===== src/rtl/imem_uart_loader.sv =====
// imem_uart_loader: boot loader that fills instruction memory from a UART byte
// stream while holding the core in reset.
//   Stream format: 4-byte little-endian word count N, then N little-endian words.
//   Words are written at byte addresses 0, 4, 8, ...; a one-byte ACK/NAK is sent
//   through the UART transmitter when loading finishes or the header is rejected.
// Ports:
//   clk, rstn             - clock, asynchronous active-low reset
//   rx_data, rx_valid     - byte stream from uart_rx (one-cycle strobe per byte)
//   imem_we/addr/wdata    - instruction memory write port (one pulse per word)
//   tx_data, tx_valid     - byte to uart_tx, held until tx_ready
//   tx_ready              - uart_tx accepts on an edge with tx_valid & tx_ready
//   core_rstn             - core reset (active-low), released after ACK accepted
//   done                  - load complete and core released
//   err                   - length header rejected
module imem_uart_loader #(
  parameter int unsigned ADDR_W   = 12,
  parameter logic [7:0]  ACK_BYTE = 8'hAA,
  parameter logic [7:0]  NAK_BYTE = 8'hEE
) (
  input  logic              clk,
  input  logic              rstn,
  input  logic [7:0]        rx_data,
  input  logic              rx_valid,
  output logic              imem_we,
  output logic [ADDR_W-1:0] imem_addr,
  output logic [31:0]       imem_wdata,
  output logic [7:0]        tx_data,
  output logic              tx_valid,
  input  logic              tx_ready,
  output logic              core_rstn,
  output logic              done,
  output logic              err
);

  localparam int unsigned CW    = ADDR_W - 2;
  localparam int unsigned WORDS = (2 ** ADDR_W) / 4;
  localparam logic [CW:0] ONE   = 1;

  typedef enum logic [2:0] {LEN, DATA, ACK, RUN, ERR} state_t;

  state_t         state, state_d;
  logic [1:0]     byte_cnt, byte_cnt_d;
  logic [CW-1:0]  word_cnt, word_cnt_d;
  // word count needs one extra bit: N may equal the full capacity
  logic [CW:0]    len, len_d;
  logic [23:0]    asm_buf, asm_buf_d;
  logic [31:0]    word;

  logic              imem_we_d;
  logic [ADDR_W-1:0] imem_addr_d;
  logic [31:0]       imem_wdata_d;
  logic [7:0]        tx_data_d;
  logic              tx_valid_d, core_rstn_d, done_d, err_d;

  // the 4th byte completes the word directly from rx_data
  assign word = {rx_data, asm_buf};

  always_ff @(posedge clk or negedge rstn) begin
    if (!rstn) begin
      state      <= LEN;
      byte_cnt   <= '0;
      word_cnt   <= '0;
      len        <= '0;
      asm_buf    <= '0;
      imem_we    <= 1'b0;
      imem_addr  <= '0;
      imem_wdata <= '0;
      tx_data    <= '0;
      tx_valid   <= 1'b0;
      core_rstn  <= 1'b0;
      done       <= 1'b0;
      err        <= 1'b0;
    end else begin
      state      <= state_d;
      byte_cnt   <= byte_cnt_d;
      word_cnt   <= word_cnt_d;
      len        <= len_d;
      asm_buf    <= asm_buf_d;
      imem_we    <= imem_we_d;
      imem_addr  <= imem_addr_d;
      imem_wdata <= imem_wdata_d;
      tx_data    <= tx_data_d;
      tx_valid   <= tx_valid_d;
      core_rstn  <= core_rstn_d;
      done       <= done_d;
      err        <= err_d;
    end
  end

  always_comb begin
    state_d      = state;
    byte_cnt_d   = byte_cnt;
    word_cnt_d   = word_cnt;
    len_d        = len;
    asm_buf_d    = asm_buf;
    imem_we_d    = 1'b0;
    imem_addr_d  = imem_addr;
    imem_wdata_d = imem_wdata;
    tx_data_d    = tx_data;
    tx_valid_d   = tx_valid;
    core_rstn_d  = core_rstn;
    done_d       = done;
    err_d        = err;

    // byte assembly is shared by the header and data phases
    if (rx_valid && (state == LEN || state == DATA)) begin
      byte_cnt_d = byte_cnt + 2'd1;
      case (byte_cnt)
        2'd0:    asm_buf_d[7:0]   = rx_data;
        2'd1:    asm_buf_d[15:8]  = rx_data;
        2'd2:    asm_buf_d[23:16] = rx_data;
        default: ;
      endcase
    end

    case (state)
      LEN: begin
        if (rx_valid && byte_cnt == 2'd3) begin
          if (word == 32'd0) begin
            state_d    = ACK;
            tx_valid_d = 1'b1;
            tx_data_d  = ACK_BYTE;
          end else if (word <= 32'(WORDS)) begin
            state_d    = DATA;
            len_d      = word[CW:0];
            word_cnt_d = '0;
          end else begin
            state_d    = ERR;
            tx_valid_d = 1'b1;
            tx_data_d  = NAK_BYTE;
            err_d      = 1'b1;
          end
        end
      end
      DATA: begin
        if (rx_valid && byte_cnt == 2'd3) begin
          imem_we_d    = 1'b1;
          imem_wdata_d = word;
          imem_addr_d  = {word_cnt, 2'b00};
          word_cnt_d   = word_cnt + 1'b1;
          if (({1'b0, word_cnt} + ONE) == len) begin
            state_d    = ACK;
            tx_valid_d = 1'b1;
            tx_data_d  = ACK_BYTE;
          end
        end
      end
      ACK: begin
        if (tx_ready) begin
          state_d     = RUN;
          tx_valid_d  = 1'b0;
          core_rstn_d = 1'b1;
          done_d      = 1'b1;
        end
      end
      ERR: begin
        if (tx_valid && tx_ready) tx_valid_d = 1'b0;
      end
      default: ;
    endcase
  end

endmodule


===== config.mk =====
export PLATFORM = sky130hd
export DESIGN_NAME = imem_uart_loader
export DESIGN_NICKNAME = d
export VERILOG_FILES = /design/src/rtl/imem_uart_loader.sv
export SDC_FILE = /design/constraint.sdc
export NUM_CORES = 1
export LEC_CHECK = 0
export ABC_CLOCK_PERIOD_IN_PS = 2600
export CAP_MARGIN = 25
export CORE_MARGIN = 10
export CORE_UTILIZATION = 54
export DETAILED_ROUTE_END_ITERATION = 10
export GPL_TIMING_DRIVEN = 0
export PLACE_DENSITY = 0.83
export SLEW_MARGIN = 20
export SYNTH_ARGS = -nofsm -noshare
export SYNTH_HDL_FRONTEND = slang
export SYNTH_SLANG_ARGS = --single-unit

===== constraint.sdc =====
create_clock -name clk -period 2.6 [get_ports clk]
set_clock_uncertainty 0.15 [all_clocks]
set_input_delay 0.39 -clock clk [delete_from_list [all_inputs] [get_ports clk]]
set_output_delay 0.39 -clock clk [all_outputs]
set_load 0.1 [all_outputs]

==> metrics, run 1 <==
status=completed; final setup margin=0.0564 ns; total grt overflow=0; first-pass GRT wire length=18100 µm; routed length per instance=17.3 µm; # Max-Cap Violations=0; clk_lat worst skew=0.36 ns; critical path depth=9; DRC=0; total number of vias=3567; Post-synth ARST share=100%; Pins Over Slew Limit=0; flop and latch count out of synthesis=98; PortBufs=64; clk slew on worst S/H paths=0.10 ns; Hold Crit Class=primary input to register; Post-synth EDFFs=0; nets=551; most common library cells after synthesis=nand2_1 (135), dfrtp_1 (98), mux2_2 (24); Worst Setup End Kind=register; crit path launch type=register; Avg Inst Size Synth=10.1 µm²; CTS Buf Count=9; DIE WIDTH=112 µm; first-pass iteration count of the detailed router=5; CP Cell Sequence=ha_2, and3_1, buf_6, xnor2_1, o31ai_1, nand3_1, buf_4, a2111oi_2, o22ai_1; Row Count=33; ANT nets after route=0; Max clock buf depth=2; P_leak=0.00288 µW; Worst Path Buf+Inv=2; Core Region=8220 µm²; Cells after Synth=450; Iter 0 DRT Violations=163; clock root cell=clkbuf_8; Initial Util=55.5%; top_reg_cell synth=dfrtp_1; Hold Path Depth=3; Final Power=2650 µW; vias in the first global route=3654; worst relative slew slack=31.7%; CP Data Arrival Time=2.62 ns; largest cells by area after synthesis=dfrtp_1 (54%), nand2_1 (11%), mux2_2 (5.9%), mux2_4 (3.3%), o21ai_0 (2.2%); Synth area leader=dfrtp_1; drt total wl=11100 µm; post-DR vias/cell=5.54; I/O pin cnt=69; Yosys warnings=0; Final Hold Fails=0; pin count of the biggest net entering global routing=85; gpl congestion=0.865; post-synth top area share=53.8%; Worst path max stage delay=0.46 ns; power per cell area=465 nW/µm²; CP delay by family, top=compound AO/OA/AOI/OAI gates; setup violators final=0; most numerous cell in the Yosys netlist=nand2_1; initial antenna violation count=0; n_diodes=0; Clock Sink Count=98; minimum clock period=2.54 ns; CP required=2.67 ns; share of cells above drive strength 1=18.0%; CTS tree=done; Achievable Freq=0.393 GHz; critical path type=register to register; synthesized cell area=4560 µm²; worst vdd ir=316 µV; Area growth syn-to-layout=24.7%; Sum Neg Setup Slack=0 ns; unrepaired setup endpoints after global routing=false; die area=12500 µm²; Post-DP HPWL=7890 µm; Seq/Total Area, Yosys=53.8%; H-Tree Depth=3; Final Cycle Share=97.8%; Setup Slack @ Placement=-0.339 ns; CP Max Fanout=9; Yosys cell types=54; CP max stage cell=dfrtp_2; actual slew at the worst max-slew pin=1.02 ns; worst-case reg-to-reg path depth=9; die height=112 µm; Tot GR Track Use=17.4%
path summary, 6_finish.rpt:
path	startpoint	endpoint	slack [ns]
worst max-delay path	word_cnt[0]	state[0]	0.06
worst min-delay path	rx_data[1]	imem_wdata[25]	0.24
worst max register to register	word_cnt[0]	state[0]	0.06
worst min register to register	err	err	0.32
max in group asynchronous	rstn	state[1]	1.42
min in group asynchronous	rstn	imem_addr[7]	0.26
power breakdown:
part,internal [µW],switching (µW),total (µW)
clock,481,544,1030
sequential,1520,0,1520
combinational,26.5,71.8,98.3
kinds of logic after synthesis:
group	share of synthesized area, %
and+or+nand+nor	19.2
DFF	53.8
AOI/OAI and AO/OA	8.01
buffers and inverters	4.91
muxes	9.65
xor gates and xnor gates	2.99
adders and majority gates	1.37
other	0.0822
metrics by stage:
| step | cell area (µm²) | hold WS, ns | cells | utilization [%] |
|---|---|---|---|---|
| finish | 5690 | 0.243 | 644 | 69.2 |
| global route | 5690 | 0.251 | 644 | 69.2 |
| CTS | 5600 | 0.257 | 640 | 68.1 |
| detailed placement | 5370 | 0.0758 | 623 | 65.4 |
| global placement | 5350 | 0.304 | 622 | 65.1 |
| floorplan | 4570 | -0.0556 | 453 | - |
worst min-delay path: cells and delay by family:
family	cells	cell delay, ns
buffers and inverters	1	0.20
and+or+nand+nor	2	0.14
final cells by class:
type	instances	area [µm²]
clock buffer	10	138
inverter	8	30.0
tap	105	131
fill	609	2530
timing repair buffer	70	718
multi-input combinational	312	1950
sequential	98	2450
clock inverter	6	72.6
buffer	35	194
repair_timing:
action	4_1_cts	5_1_grt
pin swaps	0	4
resized for setup	5	16
endpoints found under the setup margin	4	63
hold endpoints to repair	14	0
buffers inserted	0	4
cloned	0	0
hold buffers	1	0
layer usage:
layer  vias to the layer above  share of wire (%)  GRT usage (%)
met5                         -                  0              0
met4                         0                1.6           5.14
met3                        16                7.4           5.58
met2                       110                 50           30.3
met1                      1764                 41           19.9
li1                       1677                  -              -
sequential cells by signal, indices dropped and copies added, names as in the netlist:
| name | cells |
|---|---|
| done | 1 |
| byte_cnt | 2 |
| state | 3 |
| err | 1 |
| tx_data | 2 |
| asm_buf | 24 |
| tx_valid | 1 |
| imem_we | 1 |
| imem_addr | 10 |
| word_cnt | 10 |
| len | 11 |
| imem_wdata | 32 |
layout by cell type, fill, tap and decap left out, types with 3 or more instances in the layout:
master / instances
buf_2: 8
clkdlybuf4s50_1: 55
mux2_2: 24
nor3_1: 4
nor2b_1: 4
a21oi_1: 7
xnor2_1: 9
ha_1: 4
and3_1: 8
conb_1: 4
dlymetal6s2s_1: 5
nand3_1: 8
and4_1: 3
dfrtp_1: 96
nor2_1: 13
o21ai_0: 20
o31ai_1: 3
clkbuf_8: 10
xor2_1: 4
buf_6: 3
nand2_1: 134
mux2_4: 10
nor4_2: 7
dlygate4sd2_1: 3
nand4_1: 5
clkbuf_1: 15
inv_1: 8
buf_4: 14
Note: power is estimated with default switching activity, not from simulation.
==> inputs of run 2 (changes only) <==
--- a/config.mk
+++ b/config.mk
@@ -9,6 +9,7 @@
 export CAP_MARGIN = 25
 export CORE_MARGIN = 10
 export CORE_UTILIZATION = 54
+export CTS_BUF_LIST = sky130_fd_sc_hd__clkbuf_16
 export DETAILED_ROUTE_END_ITERATION = 10
 export GPL_TIMING_DRIVEN = 0
 export PLACE_DENSITY = 0.83
==> run 2 against run 1 <==
  * Final cell count stayed put
  * Utilization is 1.4 points higher
  * Setup slack better by 0.012 ns
  * Combinational power is 1% higher
  * Count of clock-buffer cells in the layout is 1 lower
  * Sequential cell count stayed put
  * First-iteration DRC count is 19% lower
  * Clock power is 30% higher
  * Via count is 1.6% higher
  * Critical path type unchanged
  * Highest routed layer unchanged
==> metrics, run 2 (synthesis gave the netlist of run 1 again) <==
status=completed (unchanged); DRC=0 (unchanged); Tot GR Track Use=17.8% (was 17.4%); P_leak=0.00296 µW (was 0.00288 µW); gpl congestion=0.865 (unchanged); Max clock buf depth=2 (unchanged); post-DR vias/cell=5.63 (was 5.54); total grt overflow=0 (unchanged); worst vdd ir=341 µV (was 316 µV); PortBufs=64 (unchanged); power share of the clock group=45.2% (was 38.8%); power per cell area=510 nW/µm² (was 465 nW/µm²); Final Cycle Share=97.4% (was 97.8%); Area growth syn-to-layout=27.3% (was 24.7%); routed length per instance=17.9 µm (was 17.3 µm); Initial Util=55.5% (unchanged); utilization after layout=70.7% (was 69.2%); drt total wl=11500 µm (was 11100 µm); Final Hold Fails=0 (unchanged); Logic pwr share=3.4% (was 3.7%); ANT nets after route=0 (unchanged); clk_lat worst skew=0.34 ns (was 0.36 ns); most common cell after layout, fill and taps aside=nand2_1 (unchanged); H-Tree Depth=3 (unchanged); n_diodes=0 (unchanged); commonest non-fill, non-tap cells in the layout=nand2_1 (134), dfrtp_1 (96), clkdlybuf4s50_1 (54), mux2_2 (24), o21ai_0 (20) (was nand2_1 (134), dfrtp_1 (96), clkdlybuf4s50_1 (55), mux2_2 (24), o21ai_0 (20)); worst relative slew slack=30.6% (was 31.7%); Hold Crit Class=primary input to register (unchanged); CTS tree=done (unchanged); Post-DP HPWL=7890 µm (unchanged); setup violators final=0 (unchanged); critical path type=register to register (unchanged); internal power=2300 µW (was 2030 µW); Final Power=2960 µW (was 2650 µW); total number of vias=3624 (was 3567); switching part of the total=22.2% (was 23.3%); crit path launch type=register (unchanged); Regs by FF count=imem_wdata x32, asm_buf x24, len x11 (unchanged); sequential power share=51.5% (was 57.5%); unrepaired setup endpoints after global routing=false (unchanged); Clock Sink Count=98 (unchanged); pin count of the biggest net entering global routing=85 (unchanged); actual slew at the worst max-slew pin=1.04 ns (was 1.02 ns); CP required=2.65 ns (was 2.67 ns); Iter 0 DRT Violations=132 (was 163); initial antenna violation count=0 (unchanged); Row Count=33 (unchanged); largest reg by FF count=imem_wdata (unchanged); Psw=658 µW (was 616 µW); first-pass GRT wire length=18500 µm (was 18100 µm); CTS Buf Count=9 (unchanged); nets=551 (unchanged); first-pass iteration count of the detailed router=5 (unchanged); die area=12500 µm² (unchanged); Pins Over Slew Limit=0 (unchanged); Sum Neg Setup Slack=0 ns (unchanged); Core Region=8220 µm² (unchanged); share of cells above drive strength 1=18.0% (unchanged); Achievable Freq=0.395 GHz (was 0.393 GHz); CP Data Arrival Time=2.58 ns (was 2.62 ns); clock root cell=clkbuf_16 (was clkbuf_8); minimum clock period=2.53 ns (was 2.54 ns); Fill cells=585 (was 609); die height=112 µm (unchanged); max reg flops=32 (unchanged); vias in the first global route=3698 (was 3654); # Max-Cap Violations=0 (unchanged); Worst Setup End Kind=register (unchanged); clk slew on worst S/H paths=0.07 ns (was 0.10 ns); I/O pin cnt=69 (unchanged); CP Max Fanout=9 (unchanged); DIE WIDTH=112 µm (unchanged)
[run 2: cell count changes in the layout (fill, tap and decap cells not counted), sizes merged]
cell	change
dlymetal6s2s	+3
clkdlybuf4s50	-1
clkbuf	-1
dlygate4sd2	-2
clkinv	+1
[run 2: final timing paths]
path	from	endpoint	slack [ns]	depth (start not counted)
worst min-delay path	rx_data[7]	imem_wdata[31]	0.26	3
max in group asynchronous	rstn	asm_buf[5]	1.39	3
worst min register to register	err	err	0.32	1
min in group asynchronous	rstn	imem_addr[7]	0.29	2
worst max-delay path	word_cnt[0]	state[0]	0.07	9
worst max register to register	word_cnt[0]	state[0]	0.07	9
[run 2: metal layers]
layer  wire [µm]  vias to the layer above  global-route usage, %  part of all wire [%]
li1            -                     1679                      -                     -
met1        4640                     1823                   20.1                    40
met2        5970                      107                   31.4                    52
met3         753                       15                   4.67                   6.5
met4         159                        0                   7.03                   1.4
met5           0                        -                      0                     0
[run 2: cell type report]
type | instances | area [µm²] | share of cell area, %
buffer | 35 | 194 | 3.34
clock buffer | 9 | 225 | 3.88
clock inverter | 7 | 76.3 | 1.31
inverter | 8 | 30.0 | 0.517
multi-input combinational | 312 | 1970 | 33.9
sequential | 98 | 2450 | 42.3
tap | 105 | 131 | 2.26
timing repair buffer | 70 | 728 | 12.5
[run 2: critical path, cell delays in order, from the launching register on]
cell and delay, ns:
dfrtp_2 0.45, ha_2 0.24, and3_1 0.20, buf_6 0.14
xnor2_1 0.13, o31ai_1 0.23, nand3_1 0.14, buf_4 0.16
a2111oi_2 0.38, o22ai_1 0.16
[run 2: what timing repair did]
item,4_1_cts,5_1_grt
setup buffers,0,4
gates cloned,0,0
hold buffers,1,0
setup endpoints to repair,11,67
resized for setup,4,20
pin swaps,1,5
endpoints found under the hold margin,14,0
[run 2: power by group through the flow]
stage               logic (µW)  registers [µW]  clock network, µW
detailed placement        96.8            1550                  0
finish                    99.3            1520               1340
floorplan                 33.2            1550                  0
global placement          90.0            1550                  0
CTS                       98.8            1520               1350
global route               107            1520               1410
[run 2: per-stage QoR]
| step | cells | cell area [µm²] | hold slack [ns] | setup slack, ns |
|---|---|---|---|---|
| 2_1_floorplan | 453 | 4570 | -0.0556 | 0.319 |
| 3_3_place_gp | 622 | 5350 | 0.304 | -2.51 |
| 3_5_place_dp | 623 | 5370 | 0.0758 | -0.339 |
| 4_1_cts | 640 | 5700 | 0.286 | 0.00451 |
| 5_1_grt | 644 | 5810 | 0.292 | 0.00444 |
| 6_report | 644 | 5810 | 0.264 | 0.0688 |
==> inputs of run 3 (changes only) <==
--- a/config.mk
+++ b/config.mk
@@ -7,12 +7,13 @@
 export LEC_CHECK = 0
 export ABC_CLOCK_PERIOD_IN_PS = 2600
 export CAP_MARGIN = 25
-export CORE_MARGIN = 10
+export CORE_MARGIN = 2
 export CORE_UTILIZATION = 54
 export CTS_BUF_LIST = sky130_fd_sc_hd__clkbuf_16
 export DETAILED_ROUTE_END_ITERATION = 10
 export GPL_TIMING_DRIVEN = 0
 export PLACE_DENSITY = 0.83
+export REMOVE_ABC_BUFFERS = 1
 export SLEW_MARGIN = 20
 export SYNTH_ARGS = -nofsm -noshare
 export SYNTH_HDL_FRONTEND = slang
==> run 3 against run 2 <==
  * Worst hold slack gained 0.057 ns
  * Register-to-register slack gained 0.07 ns
  * Sequential power is essentially flat
  * Maximum frequency grew 2.6%
  * Via count shrank 5.5%
  * Global-route usage grew 5.3 points
  * Count of clock-buffer cells in the layout is the same
  * Setup slack gained 0.063 ns
  * Utilization shrank 1.8 points
  * Die area shrank 27%
  * Critical path type is now primary input to register
  * Critical endpoint is now len[8]
==> metrics, run 3 (synthesis gave the netlist of run 1 again) <==
crit path launch type=primary input (was register); actual slew at the worst max-slew pin=0.995 ns (was 1.04 ns); DIE WIDTH=95.9 µm (was 112 µm); Post-DP HPWL=6610 µm (was 7890 µm); Achievable Freq=0.405 GHz (was 0.395 GHz); Final Power=2990 µW (was 2960 µW); Clock Sink Count=98 (unchanged); max reg flops=32 (unchanged); DRC=0 (unchanged); CP Cell Sequence=clkdlybuf4s50_1, nor4_1, nand4_1, or2_2, nor4_4, nand2_2, buf_12, mux2_4 (was ha_2, and3_1, buf_6, xnor2_1, o31ai_1, nand3_1, buf_4, a2111oi_2, o22ai_1); initial antenna violation count=0 (unchanged); nets=520 (was 551); Tot GR Track Use=23.2% (was 17.8%); commonest non-fill, non-tap cells in the layout=nand2_1 (133), dfrtp_1 (97), clkdlybuf4s50_1 (63), mux2_2 (24), o21ai_0 (20) (was nand2_1 (134), dfrtp_1 (96), clkdlybuf4s50_1 (54), mux2_2 (24), o21ai_0 (20)); clk_lat worst skew=0.35 ns (was 0.34 ns); n_diodes=0 (unchanged); Core Region=8220 µm² (unchanged); share of cells above drive strength 1=15.7% (was 18.0%); Pins Over Slew Limit=0 (unchanged); I/O pin cnt=69 (unchanged); # Max-Cap Violations=0 (unchanged); status=completed (unchanged); Final Non-Filler Cells=613 (was 644); worst vdd ir=326 µV (was 341 µV); ANT nets after route=0 (unchanged); Final Hold Fails=0 (unchanged); H-Tree Depth=3 (unchanged); largest reg by FF count=imem_wdata (unchanged); worst relative slew slack=33.5% (was 30.6%); die area=9200 µm² (was 12500 µm²); dpl cells=590 (was 623); Area growth syn-to-layout=23.9% (was 27.3%); Row Count=33 (unchanged); Reg area=2450 µm² (about the same); CTS tree=done (unchanged); clk slew on worst S/H paths=0.07 ns (about the same); gpl congestion=0.858 (was 0.865); power per cell area=528 nW/µm² (was 510 nW/µm²); total grt overflow=0 (unchanged); CP Data Arrival Time=2.55 ns (was 2.58 ns); minimum clock period=2.47 ns (was 2.53 ns); drt total wl=9880 µm (was 11500 µm); Final Cycle Share=94.9% (was 97.4%); Fill cells=604 (was 585); Regs by FF count=imem_wdata x32, asm_buf x24, len x11 (unchanged); Iter 0 DRT Violations=187 (was 132); critical path type=primary input to register (was register to register); die height=95.9 µm (was 112 µm); total number of vias=3425 (was 3624); Worst Setup End Kind=register (unchanged); CP delay by family, top=simple AND/OR/NAND/NOR gates (was compound AO/OA/AOI/OAI gates); Max clock buf depth=2 (unchanged); Initial Util=55.5% (unchanged); area of the multi-input gates=1960 µm² (was 1970 µm²); post-DR vias/cell=5.59 (was 5.63); Hold Crit Class=primary input to async pin (was primary input to register); first-pass iteration count of the detailed router=5 (unchanged); pin count of the biggest net entering global routing=73 (was 85); CP max stage cell=clkdlybuf4s50_1 (was dfrtp_2); CTS Buf Count=9 (unchanged); CP required=2.68 ns (was 2.65 ns); setup violators final=0 (unchanged); Worst path max stage delay=0.52 ns (was 0.45 ns); utilization after layout=68.8% (was 70.7%); most common cell after layout, fill and taps aside=nand2_1 (unchanged); Worst Path Buf+Inv=2 (unchanged); vias in the first global route=3347 (was 3698); unrepaired setup endpoints after global routing=false (unchanged); CP Max Fanout=11 (was 9); first-pass GRT wire length=16400 µm (was 18500 µm); routed length per instance=16.1 µm (was 17.9 µm); PortBufs=64 (unchanged); clock root cell=clkbuf_16 (unchanged); P_leak=0.00277 µW (was 0.00296 µW)
run 3: cell count changes in the layout (fill, tap and decap cells not counted), sizes merged:
| cell | change |
|---|---|
| clkdlybuf4s50 | +9 |
| dlygate4sd2 | -1 |
| dlymetal6s2s | -8 |
| clkinv | -1 |
| clkbuf | -15 |
| buf | -16 |
| inv | +2 |
| clkinvlp | -1 |
run 3: worst paths after layout:
path	slack, ns	start	cells after the start	to
max in group asynchronous	1.36	rstn	3	state[0]
worst max-delay path	0.13	rx_data[6]	8	len[8]
min in group clk	0.32	imem_addr[7]	2	imem_addr[7]
worst min-delay path	0.32	rstn	2	imem_addr[3]
worst min register to register	0.32	imem_addr[7]	2	imem_addr[7]
worst max register to register	0.14	word_cnt[0]	7	tx_data[6]
run 3: worst reg2reg max path: stages, from the launching register on:
cell      delay (ns)
dfrtp_2         0.47
ha_1            0.29
and3_4          0.25
xnor2_1         0.13
o31ai_1         0.18
nand3_1         0.16
a2111o_1        0.52
a21bo_1         0.19
run 3: cell type report:
class | count | share of cell area, %
tap | 105 | 2.32
timing repair buffer | 74 | 13.7
clock buffer | 9 | 3.98
multi-input combinational | 312 | 34.6
inverter | 8 | 0.531
sequential | 98 | 43.4
clock inverter | 7 | 1.44
run 3: repair_timing:
action / CTS / global route
setup buffers: 1 / 5
hold endpoints to repair: 26 / 0
pin swaps: 0 / 4
gates resized for setup: 5 / 8
endpoints found under the setup margin: 49 / 57
hold buffers: 1 / 0
run 3: where the power goes:
part           total, µW  internal (µW)  switching, µW
logic               90.6           22.4           68.2
registers           1520           1520              0
clock network       1370            763            609
run 3: metal layers:
metal | vias up | global-route usage [%] | share of wire (%)
met5 | - | 0 | 0
met4 | 0 | 8.93 | 1.7
met3 | 17 | 3.92 | 4.4
met2 | 95 | 38.7 | 51
met1 | 1701 | 30.4 | 43
li1 | 1612 | - | -
run 3: metrics by stage:
stage | hold WS (ns) | setup slack, ns | TNS [ns] | cell area, µm²
6_report | 0.321 | 0.132 | 0 | 5650
5_1_grt | 0.347 | 0.00539 | 0 | 5650
4_1_cts | 0.326 | 0.0329 | 0 | 5580
3_5_place_dp | 0.119 | -0.542 | -19.85 | 5220
3_3_place_gp | 0.303 | -2.50 | -348.71 | 5150
2_1_floorplan | -0.0556 | -0.674 | -23.59 | 4380
